`config.mk`:
```
export PLATFORM = sky130hd
export DESIGN_NAME = mul_share_arbiter
export DESIGN_NICKNAME = d
export VERILOG_FILES = /design/src/rtl/mul_share_arbiter.sv
export SDC_FILE = /design/constraint.sdc
export NUM_CORES = 1
export LEC_CHECK = 0
export BUFFER_PORTS_ARGS = -buffer_cell sky130_fd_sc_hd__buf_2
export CORE_MARGIN = 2
export CORE_UTILIZATION = 41
export DETAILED_ROUTE_END_ITERATION = 16
export GPL_TIMING_DRIVEN = 0
export PLACE_DENSITY = 0.72
export REMOVE_ABC_BUFFERS = 1
export SYNTH_ARGS = -nofsm -noshare
export SYNTH_HDL_FRONTEND = slang
export SYNTH_SLANG_ARGS = --single-unit
```
`constraint.sdc`:
```
create_clock -name clk -period 1.7 [get_ports clk]
set_clock_uncertainty 0.15 [all_clocks]
set_input_delay 0.34 -clock clk [delete_from_list [all_inputs] [get_ports clk]]
set_output_delay 0.34 -clock clk [all_outputs]
set_load 0.005 [all_outputs]
```
`src/rtl/mul_share_arbiter.sv`:
```
// Round-robin scheduler sharing one registered N-bit multiplier between two requesters.
// Optional MUL_SHARE_ZERO_BYPASS_EN: a zero operand completes without waiting on the multiplier.

module mul_share_arbiter #(
  parameter int unsigned N       = 8,
  parameter int unsigned MUL_LAT = 1
) (
  input  logic           clk,
  input  logic           clr,
  input  logic           req0,
  input  logic [N-1:0]   a0,
  input  logic [N-1:0]   b0,
  input  logic           req1,
  input  logic [N-1:0]   a1,
  input  logic [N-1:0]   b1,
  output logic           ack0,
  output logic           ack1,
  output logic [2*N-1:0] result,
  output logic           result_id,
  output logic           done,
  output logic           busy,
  output logic [N-1:0]   mul_a,
  output logic [N-1:0]   mul_b,
  input  logic [2*N-1:0] mul_p
);

  typedef enum logic [1:0] {StIdle, StWait, StDone} state_e;

  state_e         state_q, state_d;
  logic [2:0]     cnt_q, cnt_d;
  logic           rr_q, rr_d;  // requester favoured when both are pending
  logic           id_q, id_d;
  logic [N-1:0]   mul_a_q, mul_a_d;
  logic [N-1:0]   mul_b_q, mul_b_d;
  logic [2*N-1:0] result_q, result_d;
  logic           result_id_q, result_id_d;

  logic           grant_id;
  logic [N-1:0]   grant_a;
  logic [N-1:0]   grant_b;

  always_comb begin
    grant_id = (req0 && req1) ? rr_q : req1;
    grant_a  = grant_id ? a1 : a0;
    grant_b  = grant_id ? b1 : b0;
  end

  always_comb begin
    state_d     = state_q;
    cnt_d       = cnt_q;
    rr_d        = rr_q;
    id_d        = id_q;
    mul_a_d     = mul_a_q;
    mul_b_d     = mul_b_q;
    result_d    = result_q;
    result_id_d = result_id_q;
    unique case (state_q)
      StIdle: begin
        if (req0 || req1) begin
          id_d    = grant_id;
          mul_a_d = grant_a;
          mul_b_d = grant_b;
          cnt_d   = 3'(MUL_LAT);
          state_d = StWait;
`ifdef MUL_SHARE_ZERO_BYPASS_EN
          if (grant_a == '0 || grant_b == '0) begin
            state_d     = StDone;
            result_d    = '0;
            result_id_d = grant_id;
          end
`endif
        end
      end
      StWait: begin
        if (cnt_q != 3'd0) begin
          cnt_d = cnt_q - 3'd1;
        end else begin
          state_d     = StDone;
          result_d    = mul_p;
          result_id_d = id_q;
        end
      end
      StDone: begin
        rr_d    = ~id_q;
        state_d = StIdle;
      end
      default: state_d = StIdle;
    endcase
  end

  always_ff @(posedge clk or negedge clr) begin
    if (!clr) begin
      state_q     <= StIdle;
      cnt_q       <= 3'd0;
      rr_q        <= 1'b0;
      id_q        <= 1'b0;
      mul_a_q     <= '0;
      mul_b_q     <= '0;
      result_q    <= '0;
      result_id_q <= 1'b0;
    end else begin
      state_q     <= state_d;
      cnt_q       <= cnt_d;
      rr_q        <= rr_d;
      id_q        <= id_d;
      mul_a_q     <= mul_a_d;
      mul_b_q     <= mul_b_d;
      result_q    <= result_d;
      result_id_q <= result_id_d;
    end
  end

  assign ack0      = (state_q == StDone) && !id_q;
  assign ack1      = (state_q == StDone) && id_q;
  assign done      = (state_q == StDone);
  assign busy      = (state_q != StIdle);
  assign result    = result_q;
  assign result_id = result_id_q;
  assign mul_a     = mul_a_q;
  assign mul_b     = mul_b_q;

endmodule

```
==> summary.json, run 1 <==
{
  "outcome": {"value": "finished clean"},
  "worstSetupPathType": {"value": "flip-flop to flip-flop"},
  "crit_path_top_delay_cell": {"value": "dfrtp_2"},
  "startpoint_class_of_the_critical_path": {"value": "flip-flop"},
  "clock_tree.buffer_depth": {"value": 2},
  "grt_start_max_net_pins": {"value": 41},
  "yosys.area.top_type_share": {"value": 0.549},
  "port_buffers": {"value": 88},
  "antenna_found_initial": {"value": 0},
  "ys_top_cells_by_area": {"value": "dfrtp_1 55%, mux2_2 11%, a31oi_1 5.5%"},
  "postSynthCellCount": {"value": 167},
  "io-pin-count": {"value": 89},
  "cts_hold_buffers": {"value": 0},
  "hold_path_class": {"value": "primary input to asynchronous set/reset pin"},
  "cts.sinks": {"value": 40},
  "worst_ep_arrival_time": {"value": 1.69, "unit": "ns"},
  "grt_pass1_vias": {"value": 1529},
  "switchingPower": {"value": 1.57, "unit": "mW"},
  "power_leakage": {"value": 1.17, "unit": "nW"},
  "max_freq": {"value": 599, "unit": "MHz"},
  "fin_nets": {"value": 311},
  "synth_mux_area_frac": {"value": 0.105},
  "power_per_cell_area": {"value": 1800, "unit": "nW/um2"},
  "routed_wl": {"value": 4.81, "unit": "mm"},
  "cp.buffers_inverters": {"value": 1},
  "final_period_minus_worst_setup_slack": {"value": 1.67, "unit": "ns"},
  "relSlewSlack": {"value": 0.399},
  "clk-insertion-delay-late": {"value": 0.28, "unit": "ns"},
  "post_synth_xor_area_fraction": {"value": 0},
  "rr_endpoint": {"value": "result[12]"},
  "met3_wirelength": {"value": 223, "unit": "um"},
  "grt_util_all_layers": {"value": 0.179},
  "yosysWarningCount": {"value": 0},
  "dieArea": {"value": 4990, "unit": "um2"},
  "cts_buffers": {"value": 5},
  "violation_count_after_the_first_detailed_routing_iteration": {"value": 147},
  "die-width": {"value": 70.7, "unit": "um"},
  "vias": {"value": 1631},
  "synth_seq_area_share": {"value": 0.549},
  "final_cells": {"value": 310},
  "netlist-cell-type-count": {"value": 23},
  "row_count": {"value": 24},
  "diodes": {"value": 0},
  "synthesis.area_per_instance": {"value": 10.9, "unit": "um2"},
  "syn2layout_area_growth": {"value": 35.5, "unit": "%"},
  "main_combinational_cell_family_by_area_after_synthesis": {"value": "compound AO/OA/AOI/OAI gates"},
  "cts-htree-levels": {"value": 2},
  "clock_power_share": {"value": 0.145},
  "worst-r2r-setup-slack": {"value": 0.03, "unit": "ns"},
  "vdd_drop_max": {"value": 925, "unit": "uV"},
  "comb_power_share": {"value": 0.470},
  "worst_setup_path_end_kind": {"value": "flip-flop"},
  "switching_share": {"value": 0.354},
  "maxSlewViolCount": {"value": 0},
  "routedWlPerCell": {"value": 15.5, "unit": "um"},
  "finalHoldViolCount": {"value": 0},
  "antenna_violating_nets_post_route": {"value": 0},
  "worst_slew_pin_slew": {"value": 0.902, "unit": "ns"},
  "synth_top_cell_by_area": {"value": "dfrtp_1"},
  "grt_first_pass_wirelength": {"value": 7.18, "unit": "mm"},
  "initial_core_util": {"value": 0.421},
  "wirelength_met1": {"value": 2.05, "unit": "mm"},
  "mappedNetlistArea": {"value": 1820, "unit": "um2"},
  "routed-wl-met2": {"value": 2.50, "unit": "mm"},
  "worst_setup_hold_path_clk_slew": {"value": 0.07, "unit": "ns"},
  "reg2reg_from": {"value": "state_q[1]"},
  "fin_crit_sh": {"value": 0.982},
  "internal_power": {"value": 2.87, "unit": "mW"},
  "number_of_register_bits_inferred_by_synthesis": {"value": 40},
  "setup_viol_count_final": {"value": 0},
  "placedCellCount": {"value": 293},
  "dp.final_hpwl": {"value": 2.98, "unit": "mm"},
  "total_power": {"value": 4.44, "unit": "mW"},
  "die_height": {"value": 70.7, "unit": "um"},
  "cap_viol_max_count": {"value": 0},
  "synthAdderAreaFrac": {"value": 0.0137},
  "critPathMaxStageDelay": {"value": 0.45, "unit": "ns"},
  "gp_congestion": {"value": 0.764},
  "routed_via_density": {"value": 5.26},
  "post_synth_and_or_nand_nor_area_fraction": {"value": 0.0996},
  "tritoncts": {"value": "yes"},
  "routed.top_layer": {"value": "met4"},
  "firstDrtPassIters": {"value": 4},
  "floorplan.core_area": {"value": 4320, "unit": "um2"},
  "synth-compound-area-share": {"value": 0.166},
  "cells_on_worst_reg2reg_path": {"value": 4},
  "grt_remaining_overflow": {"value": 0},
  "pwr-share-seq": {"value": 0.385},
  "worst-endpoint-required": {"value": 1.72, "unit": "ns"},
  "share_of_cells_above_drive_strength_1": {"value": 0.531},
  "cpLargestDelayFamily": {"value": "flip-flops"},
  "cells_traversed_along_the_worst_timing_path": {"value": "and2b_2, nor2b_4, clkbuf_16, mux2_2"},
  "worstPathMaxFanout": {"value": 9},
  "drc": {"value": 0},
  "root_buffer": {"value": "clkbuf_8"}
}
==> power groups by stage <==
stage	registers [mW]	logic, mW	clock network (mW)
3_5_place_dp	1.69	1.75	0
4_1_cts	1.69	1.82	0.664
3_3_place_gp	1.66	1.71	0
5_1_grt	1.78	2.30	0.706
2_1_floorplan	1.71	0.970	0
6_report	1.71	2.09	0.644
==> final cells by class <==
type / count / area (um2)
Clock buffer: 6 / 82.6
Inverter: 6 / 22.5
Multi-Input combinational cell: 108 / 754
Timing Repair Buffer: 96 / 531
Fill cell: 404 / 1860
Clock inverter: 2 / 10.0
Tap cell: 52 / 65.1
Sequential cell: 40 / 1000
==> cells in the final DEF (no fill, tap or decap), drive strengths merged, types with 2 or more instances in the layout <==
| cell type | Yosys | routed |
|---|---|---|
| nand3 | 18 | 18 |
| dfrtp | 40 | 40 |
| nand2b | 2 | 2 |
| o21ai | 17 | 17 |
| inv | 6 | 6 |
| nor2 | 4 | 5 |
| buf | 7 | 95 |
| a21oi | 18 | 18 |
| clkinv | 0 | 2 |
| ha | 2 | 2 |
| a31oi | 16 | 16 |
| clkbuf | 7 | 7 |
| and2 | 3 | 3 |
| nor2b | 3 | 3 |
| mux2 | 17 | 17 |
==> repair_timing <==
| item | in CTS | in global routing |
|---|---|---|
| pin swaps | 0 | 2 |
| gates cloned | 0 | 2 |
| endpoints found under the setup margin | 40 | 29 |
| buffers inserted | 1 | 6 |
| gates resized for setup | 6 | 10 |
==> synthesized netlist by cell type <==
cell,n
a21bo_2,1
a21oi_1,18
a22oi_1,1
a31oi_1,16
and2_1,2
and2_4,1
and2b_1,1
and3_1,1
buf_2,1
buf_6,6
clkbuf_1,7
dfrtp_1,40
ha_1,2
inv_1,6
mux2_2,17
nand2_1,1
nand2b_1,2
nand3_1,18
nor2_1,4
nor2b_1,3
o21ai_0,17
o2bb2ai_1,1
or2_1,1
==> how the worst max path moves through the flow <==
stage / start / endpoint / slack (ns) / cells past startpoint
final: state_q[1] / result[12] / 0.03 / 4
after global routing: cnt_q[1] / result[11] / -0.02 / 6
after CTS: state_q[1] / busy / -0.12 / 3
after detailed placement: state_q[1] / mul_b[5] / -0.57 / 3
after global placement: cnt_q[0] / result[1] / -0.89 / 5
after floorplan: cnt_q[0] / result[0] / -0.49 / 5
==> cells by family after synthesis <==
family | Yosys count
AO/OA/AOI/OAI | 54
buffers and inverters | 20
multiplexers | 17
adder cells (fa/ha/maj) | 2
AND/OR/NAND/NOR | 34
flip-flops | 40
==> routing by layer <==
metal  global-route usage  vias to the layer above
met5                    0                        -
met4               0.0440                        0
met3               0.0413                        2
met2                0.306                       53
met1                0.233                      802
li1                     -                      774
==> per-stage QoR <==
| step | setup WS [ns] | instance area (um2) | utilization | TNS, ns | hold slack (ns) |
|---|---|---|---|---|---|
| 2_1_floorplan | -0.494 | 1720 | - | -9.30 | -0.106 |
| 3_3_place_gp | -0.894 | 2230 | 0.515 | -27.12 | 0.327 |
| 3_5_place_dp | -0.566 | 2230 | 0.516 | -18.67 | 0.336 |
| 4_1_cts | -0.123 | 2360 | 0.546 | -0.123 | 0.0574 |
| 5_1_grt | -0.0248 | 2470 | 0.571 | -0.160 | 0.104 |
| 6_report | 0.0309 | 2470 | 0.571 | 0 | 0.0327 |
==> registers in the layout (all words and copies together) (netlist names) <==
| register | cells |
|---|---|
| cnt_q | 3 |
| id_q | 1 |
| mul_a | 8 |
| mul_b | 8 |
| result | 16 |
| result_id | 1 |
| rr_q | 1 |
| state_q | 2 |
Power figures use the tool's default switching activity.
==> inputs of run 2 (changes only) <==
Settings changed: ABC_AREA set to 1, CELL_PAD_IN_SITES_DETAIL_PLACEMENT set to 1, CELL_PAD_IN_SITES_GLOBAL_PLACEMENT set to 1, CORE_UTILIZATION 41 to 29, CTS_CLUSTER_DIAMETER set to 100, PLACE_DENSITY 0.72 to 0.73.
==> summary.json, run 2 <==
{
  "yosysWarningCount": {"value": 0, "change": "unchanged"},
  "internal_power": {"value": 2.65, "unit": "mW", "change": "-7.6%"},
  "post_synth_most_frequent_cells": {"value": "114 x nand2_1, 43 x inv_1, 40 x dfrtp_1"},
  "worst_setup_path_end_kind": {"value": "output pin"},
  "drc": {"value": 0, "change": "unchanged"},
  "rsz0062_at_grt": {"value": "false"},
  "post_synth_and_or_nand_nor_area_fraction": {"value": 0.343, "change": "+0.243"},
  "cap_viol_max_count": {"value": 0, "change": "unchanged"},
  "grt_remaining_overflow": {"value": 0, "change": "unchanged"},
  "row_count": {"value": 29, "change": "+21%"},
  "total_power": {"value": 4.42, "unit": "mW", "change": "-0.53%"},
  "power_leakage": {"value": 1.60, "unit": "nW", "change": "+36%"},
  "post-route-worst-setup-slack": {"value": 0.0757, "unit": "ns", "change": "+0.0448 ns"},
  "cells_on_worst_reg2reg_path": {"value": 6, "change": "+2"},
  "pre_cts_slack": {"value": -0.120, "unit": "ns", "change": "+0.447 ns"},
  "ys_top_cells_by_area": {"value": "dfrtp_1 51%, nand2_1 22%, nand3_1 9.0%"},
  "synth_top_cell_by_area": {"value": "dfrtp_1"},
  "maxSlewViolCount": {"value": 0, "change": "unchanged"},
  "cts_hold_buffers": {"value": 0, "change": "unchanged"},
  "initial_core_util": {"value": 0.304, "change": "-0.117"},
  "routed_via_density": {"value": 4.40, "change": "-16%"},
  "violation_count_after_the_first_detailed_routing_iteration": {"value": 91, "change": "-38%"},
  "worst_setup_hold_path_clk_slew": {"value": 0.08, "unit": "ns", "change": "about the same"},
  "comb_power_share": {"value": 0.433, "change": "-0.037"},
  "relSlewSlack": {"value": 0.392, "change": "-0.00601"},
  "yosys.area.top_type_share": {"value": 0.512, "change": "-0.0370"},
  "vias": {"value": 1860, "change": "+14%"},
  "largest_register_ff_count": {"value": 16, "change": "unchanged"},
  "grt_util_all_layers": {"value": 0.150, "change": "-0.0291"},
  "fin_nets": {"value": 399, "change": "+28%"},
  "routed_wl": {"value": 5.39, "unit": "mm", "change": "+12%"},
  "most_frequent_standard_cell_in_the_layout_excluding_fill_and_tap_cells": {"value": "nand2_1"},
  "clk-insertion-delay-late": {"value": 0.30, "unit": "ns", "change": "+0.02 ns"},
  "outcome": {"value": "finished clean"},
  "die-width": {"value": 86.1, "unit": "um", "change": "+22%"},
  "tritoncts": {"value": "yes"},
  "grt_pass1_vias": {"value": 1908, "change": "+25%"},
  "worst_slew_pin_slew": {"value": 0.911, "unit": "ns", "change": "+0.00901 ns"},
  "clock_power_share": {"value": 0.188, "change": "+0.043"},
  "share_of_cells_above_drive_strength_1": {"value": 0.306, "change": "-0.225"},
  "port_buffers": {"value": 88, "change": "unchanged"},
  "pwr-share-seq": {"value": 0.379, "change": "-0.006"},
  "cpLargestDelayFamily": {"value": "flip-flops"},
  "antenna_found_initial": {"value": 0, "change": "unchanged"},
  "switchingPower": {"value": 1.77, "unit": "mW", "change": "+12%"},
  "power_per_cell_area": {"value": 1720, "unit": "nW/um2", "change": "-4.2%"},
  "floorplan.core_area": {"value": 6420, "unit": "um2", "change": "+49%"},
  "worstPathMaxFanout": {"value": 4, "change": "-5"},
  "cells_traversed_along_the_worst_timing_path": {"value": "inv_2, nand2_2, nor2_2, buf_2"},
  "fin_crit_sh": {"value": 0.955, "change": "-0.0263"},
  "clock_tree.buffer_depth": {"value": 2, "change": "unchanged"},
  "max_freq": {"value": 616, "unit": "MHz", "change": "+2.8%"},
  "reg2reg_from": {"value": "cnt_q[0]"},
  "firstDrtPassIters": {"value": 4, "change": "unchanged"},
  "startpoint_class_of_the_critical_path": {"value": "flip-flop"},
  "synthMostInstantiatedCell": {"value": "nand2_1"},
  "post_synth_xor_area_fraction": {"value": 0, "change": "unchanged"},
  "cp.buffers_inverters": {"value": 2, "change": "+1"},
  "layout_common_cells": {"value": "113 x nand2_1, 88 x buf_2, 43 x inv_1"},
  "die_height": {"value": 86.1, "unit": "um", "change": "+22%"},
  "netlist-cell-type-count": {"value": 19, "change": "-17%"},
  "cts-htree-levels": {"value": 2, "change": "unchanged"},
  "root_buffer": {"value": "clkbuf_8"},
  "dieArea": {"value": 7410, "unit": "um2", "change": "+48%"},
  "crit_path_top_delay_cell": {"value": "dfrtp_1"},
  "cts_buffers": {"value": 5, "change": "unchanged"},
  "worst_ep_arrival_time": {"value": 1.13, "unit": "ns", "change": "-0.56 ns"},
  "synthesis.area_per_instance": {"value": 7.54, "unit": "um2", "change": "-31%"},
  "dp.final_hpwl": {"value": 3.91, "unit": "mm", "change": "+31%"},
  "synth_seq_area_share": {"value": 0.512, "change": "-0.0370"},
  "synthAdderAreaFrac": {"value": 0.0128, "change": "-0.000924"},
  "number_of_register_bits_inferred_by_synthesis": {"value": 40, "change": "unchanged"},
  "routedWlPerCell": {"value": 12.7, "unit": "um", "change": "-18%"},
  "setup_viol_count_final": {"value": 0, "change": "unchanged"},
  "synth-compound-area-share": {"value": 0.00769, "change": "-0.158"},
  "grt_start_max_net_pins": {"value": 41, "change": "unchanged"},
  "worst-endpoint-required": {"value": 1.21, "unit": "ns", "change": "-0.51 ns"},
  "diodes": {"value": 0, "change": "unchanged"},
  "critPathMaxStageDelay": {"value": 0.39, "unit": "ns", "change": "-0.06 ns"},
  "main_combinational_cell_family_by_area_after_synthesis": {"value": "simple AND/OR/NAND/NOR gates"},
  "gp_congestion": {"value": 0.735, "change": "-3.8%"},
  "worst-r2r-setup-slack": {"value": 0.14, "unit": "ns", "change": "+0.11 ns"},
  "dominantRegCellSynth": {"value": "dfrtp_1"},
  "grt_first_pass_wirelength": {"value": 8.78, "unit": "mm", "change": "+22%"},
  "setup_fix_buffers_added_after_clock_tree_synthesis": {"value": 0, "change": "-1"},
  "switching_share": {"value": 0.400, "change": "+0.0460"},
  "io-pin-count": {"value": 89, "change": "unchanged"},
  "antenna_violating_nets_post_route": {"value": 0, "change": "unchanged"},
  "worstSetupPathType": {"value": "flip-flop to output pin"},
  "hold_path_class": {"value": "primary input to asynchronous set/reset pin"},
  "nFillCells": {"value": 815, "change": "+100%"},
  "proportion_of_register_bits_with_asynchronous_set_or_reset_after_synthesis": {"value": 1.00, "change": "unchanged"},
  "cts.sinks": {"value": 40, "change": "unchanged"},
  "synth_mux_area_frac": {"value": 0, "change": "-0.105"},
  "final_period_minus_worst_setup_slack": {"value": 1.62, "unit": "ns", "change": "-0.0448 ns"},
  "synth-edff-count": {"value": 0, "change": "unchanged"},
  "syn2layout_area_growth": {"value": 31.3, "unit": "%"},
  "finalHoldViolCount": {"value": 0, "change": "unchanged"},
  "postSynthCellCount": {"value": 259, "change": "+55%"},
  "mappedNetlistArea": {"value": 1950, "unit": "um2", "change": "+7.2%"},
  "rr_endpoint": {"value": "result[5]"},
  "vdd_drop_max": {"value": 589, "unit": "uV", "change": "-36%"}
}
[run 2: changes by cell type after synthesis, sizes merged, moves of 16 or more]
| cell | previous run | this run |
|---|---|---|
| nand3 | 18 | 36 |
| a31oi | 16 | 0 |
| a21oi | 18 | 1 |
| nand2 | 1 | 117 |
| inv | 6 | 46 |
| mux2 | 17 | 0 |
[run 2: repair_timing]
| action | in CTS | in global routing |
|---|---|---|
| endpoints found under the hold margin | 0 | 0 |
| resized for setup | 0 | 5 |
| setup endpoints to repair | 0 | 18 |
[run 2: cell type report]
cell class / instances / area [um2] / area share
Tap cell: 77 / 96.3 / 0.0376
Clock inverter: 2 / 38.8 / 0.0151
Sequential cell: 40 / 1000 / 0.390
Multi-Input combinational cell: 164 / 724 / 0.283
Timing Repair Buffer: 88 / 440 / 0.172
Inverter: 46 / 180 / 0.0703
Clock buffer: 6 / 82.6 / 0.0322
[run 2: how the worst max path moves through the flow]
stage | from | endpoint | slack (ns) | cells past startpoint
final | state_q[0] | ack1 | 0.08 | 4
after global routing | state_q[0] | ack1 | 0.002 | 4
after CTS | state_q[0] | ack1 | 0.004 | 4
after detailed placement | req1 | mul_a[0] | -0.12 | 7
after global placement | req1 | mul_b[7] | -0.09 | 7
after floorplan | cnt_q[0] | result[0] | 0.40 | 6
[run 2: logic make-up (layout without fill, tap and decap cells)]
group           count (synthesis)  count (layout)
flops                          40              40
simple gates                  159             159
buf+inv                        55             142
fa+ha+maj                       2               2
compound gates                  3               3
[run 2: per-layer routing]
layer  routed length (um)  global-route usage  share of wire  up-vias
met4                  123              0.0577          0.023        0
met1                 2310               0.181           0.43      873
li1                     -                   -              -      941
met2                 2770               0.264           0.51       37
met3                  190              0.0269          0.035        9
met5                    0                   0              0        -
[run 2: power groups by stage]
stage                     Combinational (mW)  Sequential [mW]  Clock (mW)
after global placement                  1.85             1.68           0
after detailed placement                1.93             1.69           0
final                                   1.91             1.67       0.830
after floorplan                         1.06             1.71           0
after CTS                               1.95             1.68       0.858
after global routing                    2.18             1.74       0.890
[run 2: worst reg2reg max path: stages, from the launching register on]
cell and delay, ns:
dfrtp_1 0.41, inv_1 0.09, ha_1 0.22, nand3_4 0.25, inv_6 0.23, nand2_1 0.08, nand2_1 0.07
[run 2: metrics by stage]
step / instances / instance area (um2) / util / setup TNS [ns] / hold slack (ns)
after global routing: 423 / 2560 / 0.399 / 0 / 0.0766
final: 423 / 2560 / 0.399 / 0 / 0.0205
after CTS: 423 / 2550 / 0.396 / 0 / 0.0451
after global placement: 415 / 2420 / 0.378 / -1.26 / 0.308
after floorplan: 250 / 1890 / - / 0 / -0.106
after detailed placement: 415 / 2420 / 0.378 / -1.45 / 0.309
